--- config.mk ---
export PLATFORM = sky130hd
export DESIGN_NAME = cfs_md_responder
export DESIGN_NICKNAME = d
export VERILOG_FILES = /design/src/rtl/cfs_algn_pkg.sv /design/src/rtl/cfs_md_packer.sv /design/src/rtl/cfs_md_responder.sv
export SDC_FILE = /design/constraint.sdc
export NUM_CORES = 1
export LEC_CHECK = 0
export CORE_MARGIN = 2
export CORE_UTILIZATION = 53
export DETAILED_ROUTE_END_ITERATION = 12
export GPL_TIMING_DRIVEN = 0
export PLACE_DENSITY_LB_ADDON = 0.08
export SYNTH_ARGS = -nofsm -noshare
export SYNTH_HDL_FRONTEND = slang
export SYNTH_SLANG_ARGS = --single-unit
--- constraint.sdc ---
create_clock -name clk -period 3.07 [get_ports clk]
set_input_delay 0.614 -clock clk [delete_from_list [all_inputs] [get_ports clk]]
set_output_delay 0.614 -clock clk [all_outputs]
set_load 0.02 [all_outputs]
--- src/rtl/cfs_algn_pkg.sv ---
// Shared types and width helpers for the MD responder and its packer.
package cfs_algn_pkg;

   localparam int CNT_W = 16;

   typedef enum logic [1:0] {
      ST_IDLE = 2'd0,
      ST_WAIT = 2'd1,
      ST_RESP = 2'd2
   } state_e;

   // Bytes per MD word.
   function automatic int nb_f(input int dw);
      return dw / 8;
   endfunction

   // Byte-offset field width.
   function automatic int ow_f(input int dw);
      return $clog2(dw / 8);
   endfunction

   // Size field width: one more bit than offset so a full word fits.
   function automatic int sw_f(input int dw);
      return $clog2(dw / 8) + 1;
   endfunction

   // Saturating counter increment.
   function automatic logic [CNT_W-1:0] sat_inc(input logic [CNT_W-1:0] v);
      return (v == {CNT_W{1'b1}}) ? v : v + CNT_W'(1);
   endfunction

endpackage

--- src/rtl/cfs_md_packer.sv ---
// Byte packer: appends accepted MD bytes above the held partial word and
// emits full words through a single output register.
module cfs_md_packer
   import cfs_algn_pkg::*;
#(
   parameter  int DW = 32,
   localparam int NB = nb_f(DW),
   localparam int OW = ow_f(DW),
   localparam int SW = sw_f(DW)
) (
   input  logic          clk,
   input  logic          reset_n,
   input  logic          push_i,
   input  logic [DW-1:0] data_i,
   input  logic [OW-1:0] offset_i,
   input  logic [SW-1:0] size_i,
   input  logic          out_ready_i,
   output logic          stall_o,
   output logic          out_valid_o,
   output logic [DW-1:0] out_data_o
);

   logic [DW-1:0]   acc_q;
   logic [OW-1:0]   acc_cnt_q;
   logic            out_valid_q;
   logic [DW-1:0]   out_data_q;

   logic [DW-1:0]   shifted;
   logic [DW-1:0]   ext;
   logic [2*DW-1:0] comb;
   logic [SW:0]     total;
   logic            wrap;

   // Extra bit keeps acc_cnt + size from wrapping even for oversized requests.
   assign total = (SW+1)'(acc_cnt_q) + (SW+1)'(size_i);
   assign wrap  = total >= (SW+1)'(NB);

   // A push that completes a word cannot proceed while the old word is stuck.
   assign stall_o = out_valid_q && !out_ready_i && wrap;

   // Extract the valid request bytes and lay them above the held bytes.
   always_comb begin
      shifted = data_i >> {offset_i, 3'b000};
      ext     = '0;
      for (int b = 0; b < NB; b++) begin
         if (SW'(b) < size_i) ext[8*b +: 8] = shifted[8*b +: 8];
      end
      comb = {{DW{1'b0}}, acc_q} | ({{DW{1'b0}}, ext} << {acc_cnt_q, 3'b000});
   end

   // Accumulator and output register; consume and reload may share a cycle.
   always_ff @(posedge clk or negedge reset_n) begin
      if (!reset_n) begin
         acc_q       <= '0;
         acc_cnt_q   <= '0;
         out_valid_q <= 1'b0;
         out_data_q  <= '0;
      end else begin
         if (out_valid_q && out_ready_i) out_valid_q <= 1'b0;
         if (push_i) begin
            if (wrap) begin
               out_data_q  <= comb[DW-1:0];
               out_valid_q <= 1'b1;
               acc_q       <= comb[2*DW-1:DW];
               acc_cnt_q   <= OW'(total - (SW+1)'(NB));
            end else begin
               acc_q       <= comb[DW-1:0];
               acc_cnt_q   <= OW'(total);
            end
         end
      end
   end

   assign out_valid_o = out_valid_q;
   assign out_data_o  = out_data_q;

endmodule

--- src/rtl/cfs_md_responder.sv ---
// MD responder: handshake FSM with programmable wait states, legality check,
// transfer/error counters, and a byte packer feeding an output word stream.
module cfs_md_responder
   import cfs_algn_pkg::*;
#(
   parameter  int ALGN_DATA_WIDTH = 32,
   localparam int NB = nb_f(ALGN_DATA_WIDTH),
   localparam int OW = ow_f(ALGN_DATA_WIDTH),
   localparam int SW = sw_f(ALGN_DATA_WIDTH)
) (
   input  logic                       clk,
   input  logic                       reset_n,
   input  logic                       md_valid,
   input  logic [ALGN_DATA_WIDTH-1:0] md_data,
   input  logic [OW-1:0]              md_offset,
   input  logic [SW-1:0]              md_size,
   output logic                       md_ready,
   output logic                       md_err,
   input  logic [3:0]                 cfg_wait,
   output logic                       out_valid,
   output logic [ALGN_DATA_WIDTH-1:0] out_data,
   input  logic                       out_ready,
   output logic [CNT_W-1:0]           xfer_cnt,
   output logic [CNT_W-1:0]           err_cnt
);

   state_e           state_q;
   logic [3:0]       wait_q;
   logic             md_ready_q;
   logic             md_err_q;
   logic [CNT_W-1:0] xfer_q;
   logic [CNT_W-1:0] err_q;

   logic legal;
   logic stall;
   logic accept;
   logic push;

   assign legal  = (md_size != '0) &&
                   ((SW+1)'(md_offset) + (SW+1)'(md_size) <= (SW+1)'(NB));
   // Illegal transfers never touch the packer, so they never stall.
   assign accept = !legal || !stall;
   // The transfer is committed in the last WAIT cycle; md_ready follows.
   assign push   = (state_q == ST_WAIT) && md_valid && (wait_q == '0) && accept && legal;

   // Handshake FSM with registered md_ready/md_err and saturating counters.
   always_ff @(posedge clk or negedge reset_n) begin
      if (!reset_n) begin
         state_q    <= ST_IDLE;
         wait_q     <= '0;
         md_ready_q <= 1'b0;
         md_err_q   <= 1'b0;
         xfer_q     <= '0;
         err_q      <= '0;
      end else begin
         md_ready_q <= 1'b0;
         md_err_q   <= 1'b0;
         case (state_q)
            ST_IDLE: begin
               if (md_valid) begin
                  state_q <= ST_WAIT;
                  wait_q  <= cfg_wait;
               end
            end
            ST_WAIT: begin
               if (!md_valid) begin
                  state_q <= ST_IDLE;
               end else if (wait_q == '0 && accept) begin
                  state_q    <= ST_RESP;
                  md_ready_q <= 1'b1;
                  md_err_q   <= !legal;
                  xfer_q     <= sat_inc(xfer_q);
                  if (!legal) err_q <= sat_inc(err_q);
               end else if (wait_q != '0) begin
                  wait_q <= wait_q - 4'd1;
               end
            end
            ST_RESP: state_q <= ST_IDLE;
            default: state_q <= ST_IDLE;
         endcase
      end
   end

   cfs_md_packer #(.DW(ALGN_DATA_WIDTH)) u_packer (
      .clk         (clk),
      .reset_n     (reset_n),
      .push_i      (push),
      .data_i      (md_data),
      .offset_i    (md_offset),
      .size_i      (md_size),
      .out_ready_i (out_ready),
      .stall_o     (stall),
      .out_valid_o (out_valid),
      .out_data_o  (out_data)
   );

   assign md_ready = md_ready_q;
   assign md_err   = md_err_q;
   assign xfer_cnt = xfer_q;
   assign err_cnt  = err_q;

endmodule

==> results of run 1 <==
[stage by stage]
step,util,std cells
3_5_place_dp,0.669,893
3_3_place_gp,0.666,892
2_1_floorplan,-,641
6_report,0.715,918
4_1_cts,0.714,917
5_1_grt,0.715,918
[layout make-up]
cell class                 instances  area (um^2)  share of cell area
multi-input combinational        474         3150               0.401
clock buffer                      11          253              0.0322
sequential                       107         2680               0.341
clock inverter                     5         82.6              0.0105
inverter                          26          103              0.0131
buffer                            33          215              0.0274
timing repair buffer             122         1200               0.153
tap                              140          175              0.0223
[where the power goes]
group | leakage, nW | internal [W] | switching [W]
clock network | 0.167 | 0.000764 | 0.000533
registers | 1.44 | 0.00175 | 0.000230
logic | 1.90 | 0.000892 | 0.00130
[Yosys cell counts (all sizes together) (3+ instances only)]
cell	number	area [um^2]
buf	19	103
a21oi	66	330
nor2b	9	56.3
mux2	17	191
dfrtp	107	2680
or3	5	31.3
o22ai	16	100
xnor2	11	96.3
a211oi	13	97.6
a22oi	8	60.1
nand3	17	90.1
ha	8	100
nand2	35	131
a221o	9	90.1
mux2i	23	230
nand3b	3	22.5
nor2	72	270
nand2b	9	56.3
clkbuf	15	56.3
a222oi	8	80.1
a221oi	10	87.6
or2	3	18.8
nand4	11	68.8
and3	14	87.6
nor4	11	81.3
inv	25	93.8
nor3	14	70.1
xor2	15	131
o21ai	33	165
a22o	7	61.3
[sequential cells by signal (all words and copies together) (netlist names)]
name,count
md_err,1
u_packer.acc_cnt_q,2
xfer_cnt,16
u_packer.acc_q,32
err_cnt,16
u_packer.out_valid_o,1
u_packer.out_data_o,32
md_ready,1
state_q,2
wait_q,4
[per-layer routing]
metal,global-route usage,vias up,share of wire
met5,0,-,0
met4,0.104,0,0.024
met3,0.0703,43,0.081
met2,0.506,315,0.47
met1,0.429,2794,0.43
li1,-,2631,-
[worst max path at each step]
| stage | cells past startpoint | end | slack, ns |
|---|---|---|---|
| after floorplan | 9 | u_packer.acc_q[10] | 0.04 |
| after global placement | 1 | xfer_cnt[6] | -2.55 |
| after detailed placement | 12 | u_packer.out_data_o[27] | -1.08 |
| after CTS | 10 | u_packer.acc_q[10] | 0.05 |
| after global routing | 11 | u_packer.acc_q[0] | -0.01 |
| final | 10 | u_packer.acc_q[10] | 0.07 |
[what timing repair did]
item,4_1_cts,5_1_grt
pin swaps,4,3
gates cloned,1,0
gates resized for setup,46,5
endpoints found under the setup margin,98,33
setup buffers,8,1
[cell families after synthesis]
family / Yosys count / share of synthesized area
AOI/OAI and AO/OA: 182 / 0.194
and+or+nand+nor: 214 / 0.180
adders and majority gates: 10 / 0.0233
buffers and inverters: 60 / 0.0426
DFF: 107 / 0.445
xor gates and xnor gates: 26 / 0.0378
muxes: 42 / 0.0775
[worst reg2reg max path, cell delays in order (launching register included)]
cell,delay [ns]
dfrtp_2,0.40
clkinv_4,0.12
clkbuf_4,0.22
fa_1,0.41
nor2b_1,0.16
a21o_1,0.23
buf_4,0.21
a2111o_1,0.44
buf_4,0.18
buf_2,0.15
a221o_1,0.35
==> flow_metrics.py, run 1 <==
metrics = {
    "outcome": {
        "status": "finished clean",
    },
    "setup_path": {
        "rr_worst_depth": 10,
        "startpoint_type": "input pin",
        "worst_setup_path_end_kind": "register",
        "r2r_start": "u_packer.acc_cnt_q[1]",
        "cp.arrival_ns": 3.24,
        "critPathLaunch": "md_offset[1]",
        "critPathMaxStageDelay_ns": 0.54,
        "required_ns": 3.31,
        "cp_max_fo": 5,
        "cp_cell_sequence": "clkdlybuf4s15_2 -> buf_8 -> inv_1 -> fa_1 -> nand2b_1 -> a221o_2 -> a2111o_1 -> buf_4 -> buf_2 -> a221o_1",
        "r2r-end": "u_packer.acc_q[10]",
        "critPathSlowestCell": "fa_1",
        "path_buf_inv": 5,
        "crit_family": "compound AO/OA/AOI/OAI gates",
        "crit_type": "in -> reg",
        "r2r_slack_ns": 0.08,
    },
    "floorplan": {
        "core_area_um2": 11000,
        "placementRows": 38,
        "ios": 112,
        "die_area_um2": 12200,
        "start_util": 0.548,
        "fp.dieH_um": 111,
        "die_w_um": 111,
    },
    "clock_network": {
        "cts_tree": "yes",
        "hold_buffers": 0,
        "clkLatencyLatePin_ns": 0.36,
        "clockBufferDepth": 2,
        "h-tree-depth": 3,
        "clk_pin_slew_ns": 0.07,
        "cts_sinks": 107,
        "numCtsBuffers": 9,
        "root_buffer": "clkbuf_16",
    },
    "sta": {
        "fin_ws_ns": 0.0700,
        "setup_tns_ns": 0,
        "slew_viol_final": 0,
        "slew_headroom": 0.0589,
        "period_minus_slack_ns": 3.00,
        "fin_skew_ns": 0.00647,
        "timing.hold.ws_ns": 0.278,
        "fmax_mhz": 333,
        "tightest_slew_ns": 1.40,
        "post-route-period-util": 0.977,
        "finalHoldViolations": 0,
        "final-setup-viol-count": 0,
    },
    "finish": {
        "drive_gt1_frac": 0.121,
        "n_antenna_cell": 0,
        "postLayoutCellArea_um2": 7860,
        "final_cell_mix": "106 x dfrtp_1, 106 x clkdlybuf4s50_1, 70 x nor2_1, 66 x a21oi_1, 35 x nand2_1",
        "area_growth_pct": 30.5,
        "final_nets": 828,
        "fill_cells": 806,
    },
    "global_routing": {
        "grt_max_degree": 62,
        "grt-ovfl-total": 0,
        "antenna_found_initial": 0,
        "grt_usage": 0.316,
        "first_global_vias": 5890,
        "grt_pass1_wl_mm": 30.6,
    },
    "detailed_routing": {
        "final_antenna_net_count": 0,
        "firstDrtPassIters": 5,
        "vias_per_cell": 6.30,
        "drt_iter0_markers": 614,
        "drc_errors": 0,
        "wirelength_mm": 19.0,
        "num_vias": 5783,
        "wl_per_cell_um": 20.7,
    },
    "yosys": {
        "seq_area_frac_synth": 0.445,
        "netlist_area_um2": 6020,
        "ys_seq_elements": 107,
        "synth_cell_types": 56,
        "ys_warn_count": 0,
        "syn-instance-count": 641,
        "synth_edf_count": 0,
        "syn_nets": 696,
        "synth_ff_type": "dfrtp_1",
        "avgSynthCellArea_um2": 9.39,
        "async_flop_share": 1.00,
    },
    "power_and_ir_drop": {
        "powerDensity_nw_per_um2": 696,
        "leakagePower_nw": 3.51,
        "vdd.ir_drop.worst_uv": 659,
        "power_w": 0.00547,
    },
    "placed_design": {
        "portBuffers": 111,
        "place_area_um2": 7340,
        "post-place-ws_ns": -1.08,
        "hpwl_mm": 13.5,
        "place.gp.congestion": 1.04,
    },
    "hold_path": {
        "hp-class": "in -> async",
    },
    "run": {
        "drv_cap": 0,
    },
}
Note: power is estimated with default switching activity, not from simulation.
==> inputs of run 2 (changes only) <==
--- a/config.mk
+++ b/config.mk
@@ -10,6 +10,7 @@
 export DETAILED_ROUTE_END_ITERATION = 12
 export GPL_TIMING_DRIVEN = 0
 export PLACE_DENSITY_LB_ADDON = 0.08
+export SLEW_MARGIN = 20
 export SYNTH_ARGS = -nofsm -noshare
 export SYNTH_HDL_FRONTEND = slang
 export SYNTH_SLANG_ARGS = --single-unit
==> run 2 against run 1 <==
Compared with the run above: cell area fell by 0.64%; die area did not move; worst hold slack got worse by 0.11 ns; fmax fell by 0.35%; final cell count rose by 0.11%; highest routed layer unchanged.
==> flow_metrics.py, run 2 (same netlist as run 1, synthesis figures left out) <==
metrics = {
    "finish": {
        "area_growth_pct": 29.7,
        "postLayoutCellArea_um2": 7810,
        "n_antenna_cell": 0,
        "layout.cells.non_filler": 919,
        "final_nets": 829,
        "fill_cells": 857,
        "final_cell_mix": "106 x dfrtp_1, 106 x clkdlybuf4s50_1, 70 x nor2_1, 66 x a21oi_1, 35 x nand2_1",
        "drive_gt1_frac": 0.126,
    },
    "detailed_routing": {
        "num_vias": 5774,
        "drt_iter0_markers": 541,
        "wirelength_mm": 19.1,
        "final_antenna_net_count": 0,
        "wl_per_cell_um": 20.8,
        "vias_per_cell": 6.28,
        "firstDrtPassIters": 5,
        "drc_errors": 0,
    },
    "clock_network": {
        "h-tree-depth": 3,
        "hold_buffers": 0,
        "root_buffer": "clkbuf_16",
        "clk_pin_slew_ns": 0.07,
        "cts_tree": "yes",
        "clkLatencyLatePin_ns": 0.37,
        "cts_sinks": 107,
        "numCtsBuffers": 9,
        "clockBufferDepth": 2,
    },
    "floorplan": {
        "placementRows": 38,
        "ios": 112,
        "die_area_um2": 12200,
        "fp.dieH_um": 111,
        "core_area_um2": 11000,
        "start_util": 0.548,
        "die_w_um": 111,
    },
    "setup_path": {
        "crit_family": "buffers and inverters",
        "r2r_start": "u_packer.acc_cnt_q[1]",
        "path_buf_inv": 6,
        "cpMostUsedCell": "buf_4",
        "critPathLaunch": "md_offset[1]",
        "crit_type": "in -> reg",
        "required_ns": 3.35,
        "worst_setup_path_end_kind": "register",
        "critPathMaxStageDelay_ns": 0.55,
        "cp.arrival_ns": 3.29,
        "critPathSlowestCell": "fa_1",
        "cp_cell_sequence": "buf_2 -> buf_6 -> inv_1 -> fa_1 -> nand2b_1 -> a221o_2 -> buf_4 -> a2111oi_4 -> buf_4 -> buf_4 -> nor2_1 -> a21oi_1",
        "startpoint_type": "input pin",
        "cp_max_fo": 11,
    },
    "sta": {
        "fin_skew_ns": 0.00842,
        "slew_viol_final": 0,
        "slew_headroom": 0.386,
        "final-setup-viol-count": 0,
        "finalHoldViolations": 0,
        "fmax_mhz": 332,
        "post-route-period-util": 0.981,
        "tightest_slew_ns": 0.915,
        "timing.hold.ws_ns": 0.166,
        "period_minus_slack_ns": 3.01,
    },
    "placed_design": {
        "place_area_um2": 7360,
        "place.gp.congestion": 1.04,
        "hpwl_mm": 13.6,
        "portBuffers": 111,
        "dp.cells": 893,
    },
    "power_and_ir_drop": {
        "leakagePower_nw": 3.48,
        "vdd.ir_drop.worst_uv": 636,
        "powerDensity_nw_per_um2": 677,
        "power_w": 0.00529,
    },
    "global_routing": {
        "antenna_found_initial": 0,
        "grt-ovfl-total": 0,
        "first_global_vias": 5817,
        "grt_pass1_wl_mm": 30.4,
        "grt_usage": 0.315,
        "grt_max_degree": 61,
    },
    "outcome": {
        "status": "finished clean",
    },
    "run": {
        "drv_cap": 0,
    },
    "hold_path": {
        "hp-class": "in -> async",
    },
}
==> run 2: path summary, 6_finish.rpt <==
| kind | to | slack (ns) | cells past startpoint |
|---|---|---|---|
| max | u_packer.out_data_o[27] | 0.06 | 12 |
| min | u_packer.out_data_o[11] | 0.17 | 1 |
| max reg2reg | u_packer.acc_q[8] | 0.14 | 9 |
| min reg2reg | u_packer.out_data_o[7] | 0.48 | 2 |
| max in group asynchronous | u_packer.acc_cnt_q[1] | 2.24 | 2 |
| min in group clk | u_packer.out_data_o[7] | 0.48 | 2 |
==> run 2: where the power goes <==
part / switching (W) / internal, W / total, W
sequential: 0.000232 / 0.00175 / 0.00198
clock: 0.000526 / 0.000575 / 0.00110
combinational: 0.00131 / 0.000903 / 0.00221
total: 0.00206 / 0.00322 / 0.00529
==> run 2: layout make-up <==
class	count	area (um^2)	share of cell area
Inverter	26	103	0.0131
Clock buffer	13	250	0.0321
Multi-Input combinational cell	474	3180	0.407
Buffer	33	196	0.0252
Timing Repair Buffer	123	1200	0.154
Clock inverter	3	23.8	0.00304
Tap cell	140	175	0.0224
Sequential cell	107	2680	0.343
==> run 2: repair_timing <==
action,CTS,global route
gates resized for setup,28,22
pin swaps,6,4
cloned,0,1
buffers inserted,5,5
endpoints found under the setup margin,98,76
==> run 2: per-stage QoR <==
| stage | setup TNS (ns) | utilization | setup WS (ns) |
|---|---|---|---|
| floorplan | 0 | - | 0.0444 |
| global placement | -350.68 | 0.666 | -2.55 |
| detailed placement | -86.11 | 0.670 | -1.06 |
| CTS | -0.334 | 0.704 | -0.0398 |
| global route | -0.470 | 0.711 | -0.0540 |
| finish | 0 | 0.711 | 0.0596 |
==> run 2: layer usage <==
layer	track usage	wire, um	vias up
met2	0.507	8960	273
met5	0	0	-
met4	0.123	540	0
met1	0.416	8180	2827
li1	-	-	2626
met3	0.0724	1410	48
